$ cat src/rtl/serial_tx.sv
// serial_tx: parallel-in, serial-out transmitter with a valid/ready load
// handshake, optional trailing even-parity bit, and per-bit valid/last
// strobes so a downstream shift-register receiver can frame words gap-free.
module serial_tx #(
  parameter int WIDTH     = 8,
  parameter bit MSB_FIRST = 1'b1,
  parameter bit PARITY_EN = 1'b0
) (
  input  logic             clock,
  input  logic             reset,
  input  logic             load_valid,
  input  logic [WIDTH-1:0] load_data,
  output logic             load_ready,
  output logic             sd,
  output logic             sd_valid,
  output logic             sd_last,
  output logic             busy
);

  localparam int CNT_W = (WIDTH > 1) ? $clog2(WIDTH) : 1;
  localparam logic [CNT_W-1:0] CNT_LAST = CNT_W'(WIDTH - 1);

  typedef enum logic [1:0] {
    IDLE   = 2'd0,
    DATA   = 2'd1,
    PARITY = 2'd2
  } state_t;

  state_t           state_q, state_d;
  logic [CNT_W-1:0] cnt_q, cnt_d;
  logic [WIDTH-1:0] shift_q, shift_d;
  logic             parity_q, parity_d;
  logic             sd_q, sd_d;
  logic             sd_valid_q, sd_valid_d;
  logic             sd_last_q, sd_last_d;
  logic             busy_q, busy_d;

  logic             accept;
  logic             frame_end;
  logic [CNT_W-1:0] cnt_inc;

  // The bit that goes on the line next, in the configured order.
  function automatic logic first_bit(input logic [WIDTH-1:0] w);
    return MSB_FIRST ? w[WIDTH-1] : w[0];
  endfunction

  // The word with its next-to-send bit consumed.
  function automatic logic [WIDTH-1:0] consume(input logic [WIDTH-1:0] w);
    return MSB_FIRST ? {w[WIDTH-2:0], 1'b0} : {1'b0, w[WIDTH-1:1]};
  endfunction

  // Ready in idle or during the final bit, so the next word chains on without a gap.
  assign load_ready = (state_q == IDLE) | (sd_valid_q & sd_last_q);
  assign accept     = load_valid & load_ready;
  assign cnt_inc    = cnt_q + CNT_W'(1);
  assign frame_end  = ((state_q == DATA) && (cnt_q == CNT_LAST) && !PARITY_EN)
                    || (state_q == PARITY);

  // Next-state and registered-output computation for the frame sequencer.
  always_comb begin
    state_d    = state_q;
    cnt_d      = cnt_q;
    shift_d    = shift_q;
    parity_d   = parity_q;
    sd_d       = sd_q;
    sd_valid_d = sd_valid_q;
    sd_last_d  = sd_last_q;
    busy_d     = busy_q;

    if ((state_q == IDLE) || frame_end) begin
      if (accept) begin
        state_d    = DATA;
        cnt_d      = '0;
        shift_d    = consume(load_data);
        parity_d   = ^load_data;
        sd_d       = first_bit(load_data);
        sd_valid_d = 1'b1;
        sd_last_d  = 1'b0;
        busy_d     = 1'b1;
      end else begin
        state_d    = IDLE;
        sd_d       = 1'b0;
        sd_valid_d = 1'b0;
        sd_last_d  = 1'b0;
        busy_d     = 1'b0;
      end
    end else if (state_q == DATA) begin
      if (cnt_q == CNT_LAST) begin
        state_d    = PARITY;
        sd_d       = parity_q;
        sd_valid_d = 1'b1;
        sd_last_d  = 1'b1;
        busy_d     = 1'b1;
      end else begin
        cnt_d      = cnt_inc;
        shift_d    = consume(shift_q);
        sd_d       = first_bit(shift_q);
        sd_valid_d = 1'b1;
        sd_last_d  = !PARITY_EN && (cnt_inc == CNT_LAST);
        busy_d     = 1'b1;
      end
    end
  end

  // State and output registers; reset abandons any frame immediately.
  always_ff @(posedge clock or posedge reset) begin
    if (reset) begin
      state_q    <= IDLE;
      cnt_q      <= '0;
      shift_q    <= '0;
      parity_q   <= 1'b0;
      sd_q       <= 1'b0;
      sd_valid_q <= 1'b0;
      sd_last_q  <= 1'b0;
      busy_q     <= 1'b0;
    end else begin
      state_q    <= state_d;
      cnt_q      <= cnt_d;
      shift_q    <= shift_d;
      parity_q   <= parity_d;
      sd_q       <= sd_d;
      sd_valid_q <= sd_valid_d;
      sd_last_q  <= sd_last_d;
      busy_q     <= busy_d;
    end
  end

  assign sd       = sd_q;
  assign sd_valid = sd_valid_q;
  assign sd_last  = sd_last_q;
  assign busy     = busy_q;

endmodule

$ cat config.mk
export PLATFORM = sky130hd
export DESIGN_NAME = serial_tx
export DESIGN_NICKNAME = d
export VERILOG_FILES = /design/src/rtl/serial_tx.sv
export SDC_FILE = /design/constraint.sdc
export NUM_CORES = 1
export LEC_CHECK = 0
export BUFFER_PORTS_ARGS = -buffer_cell sky130_fd_sc_hd__buf_2
export CORE_MARGIN = 2
export CORE_UTILIZATION = 49
export DETAILED_ROUTE_END_ITERATION = 10
export PLACE_DENSITY = 0.73
export SETUP_SLACK_MARGIN = 0.2
export SLEW_MARGIN = 20
export SYNTH_ARGS = -nofsm -noshare
export SYNTH_HDL_FRONTEND = slang
export SYNTH_SLANG_ARGS = --single-unit
export TNS_END_PERCENT = 10
$ cat constraint.sdc
create_clock -name clock -period 4.59 [get_ports clock]
set_input_delay 0.918 -clock clock [delete_from_list [all_inputs] [get_ports clock]]
set_output_delay 0.918 -clock clock [all_outputs]
set_load 0.01 [all_outputs]
==> results.cfg <==
[sta]
fin_tns_setup_ns = 0
rsz0062_at_grt = false
worst_pin_slew_ns = 0.560
maxSlewViolCount = 0
finalCriticalPeriod_ns = 2.10
fin_skew_ns = 0.000537
max_freq_mhz = 476
setup_violations = 0
period_share_pct = 45.7
hold_violations = 0
relSlewSlack_pct = 62.6

[route]
wl_mm = 1.26
drt-initial-drc-count = 11
wl_per_cell_microns = 12.6
remaining_drc_errors = 0
detail-route-antenna-nets = 0
vias_per_cell = 5.29
num_vias = 529
first_pass_iters = 4

[job]
cap_viol_max_count = 0

[global_routing]
antenna_found_initial = 0
grt_max_degree = 16
grt_pass1_vias = 515
gr-total-overflow = 0
gr-usage-all-layers_pct = 15.4
grt_pass1_wl_mm = 2.14

[hold_path]
min_path_type = reg2reg

[final_layout]
fillerInstances = 120
final_cell_mix = dfrtp_1, buf_2, mux2_2, inv_1
layout-drive-gt1-share_pct = 40.5
final_nets = 99
areaGrowthSynthToFinish_pct = 13.7
stdcell_count = 100
antenna-diode-count = 0

[synthesis]
yosysSeqAreaShare_pct = 48.9
netlist-cell-type-count = 22
yosys_warnings = 0
syn_nets = 82
avgSynthCellArea_sq_um = 11.3
syn_area_sq_um = 768
ys_ff_latch = 15
netlist_instances = 68

[floorplanning]
core_region_area_sq_um = 1490
die_h_microns = 43.6
ioPinCount = 16
start_util_pct = 51.6
rows = 14
die-area_sq_um = 1900
dieWidth_microns = 43.6

[pwr]
p_leak_nw = 0.435
ir_worst_vdd_v = 0.000389
power.density_nw_per_um2 = 650
finalPower_mw = 0.568

[status]
outcome = finished clean

[clock_network]
clk_latency_ns = 0.28
ctsResizeCount = 0
clockRootBuffer = clkbuf_4
cts_tree = yes
post_cts_buffers = 0
numClockSinks = 15
hold_buffers = 0
clockBufferDepth = 2
cts_buffers = 3
path_clk_slew_ns = 0.09
htreeDepth = 1

[worst_setup_path]
critical_path_class = reg2out
critical_path_arrival_ns = 1.18
worstSetupStartpointType = flop
crit_path_end_kind = primary output
cp_max_fo = 10
required_ns = 3.67

[placed_design]
port_buffers = 15
gp_congestion = 0.833
dp.cells = 96
## layer usage
metal	track usage [%]	vias up	routed length (microns)
met3	3.75	0	86
met2	24.1	14	605
met1	20.9	249	570
li1	-	266	-
met4	5.45	0	0
met5	0	-	0
## path summary, 6_finish.rpt
check / from / to / slack (ns) / cells past startpoint
max: state_q[1] / load_ready / 2.49 / 2
min: cnt_q[0] / cnt_q[0] / 0.51 / 1
max reg2reg: cnt_q[0] / shift_q[4] / 2.65 / 6
min reg2reg: cnt_q[0] / cnt_q[0] / 0.51 / 1
max in group asynchronous: reset / state_q[1] / 3.56 / 2
min in group asynchronous: reset / shift_q[4] / 0.67 / 2
## through the flow
step | hold WS, ns | utilization (%) | instance area, sq um | setup WS, ns
floorplan | 0.477 | - | 768 | 2.82
global placement | 0.487 | 56.8 | 846 | 2.69
detailed placement | 0.496 | 56.8 | 846 | 2.66
CTS | 0.509 | 58.7 | 873 | 2.50
global route | 0.533 | 58.7 | 873 | 2.39
finish | 0.507 | 58.7 | 873 | 2.49
## power by group
part	switching, mW	internal, mW
combinational	0.119	0.141
sequential	0.0424	0.189
clock	0.0439	0.0323
## logic make-up after synthesis
group	synth area share (%)
buf+inv	6.68
flops	48.9
simple gates	7.49
mux	18.9
fa+ha+maj	6.35
compound gates	11.7
## flip-flops by register name (all words and copies together) (netlist names)
name	flops
sd	1
state_q	2
cnt_q	3
shift_q	7
sd_last	1
busy	1
## worst max-delay path, cell delays in order (launching register included)
cell and delay, ns:
dfrtp_1 0.49, o21ai_0 0.24, buf_2 0.17
## cells in the mapped netlist
cell type	number	area (sq um)
ha_1	3	37.5
buf_4	1	7.51
o22ai_1	2	12.5
inv_1	9	33.8
o21ai_4	1	16.3
mux2i_1	1	10.0
a21boi_0	1	7.51
dfrtp_1	15	375
nand3_1	1	5.00
maj3_2	1	11.3
nand3b_1	1	7.51
nand4b_1	1	8.76
nor2b_1	1	6.26
o21ai_0	3	15.0
a21oi_1	1	5.00
o21ai_2	1	8.76
nor2_1	4	15.0
a32oi_1	2	17.5
mux2_2	12	135
a21o_1	1	7.51
nand2_1	4	15.0
buf_2	2	10.0
## cell type report
class                   instances  area [sq um]  share of cell area, %
clock buffers                   3          22.5                   2.58
clock inverters                 1          5.00                  0.573
inverters                       9          33.8                   3.87
multi-input cells              41           342                   39.1
flip-flops and latches         15           375                   43.0
well taps                      16          20.0                   2.29
repair buffers                 15          75.1                   8.60
Note: power is estimated with default switching activity, not from simulation.
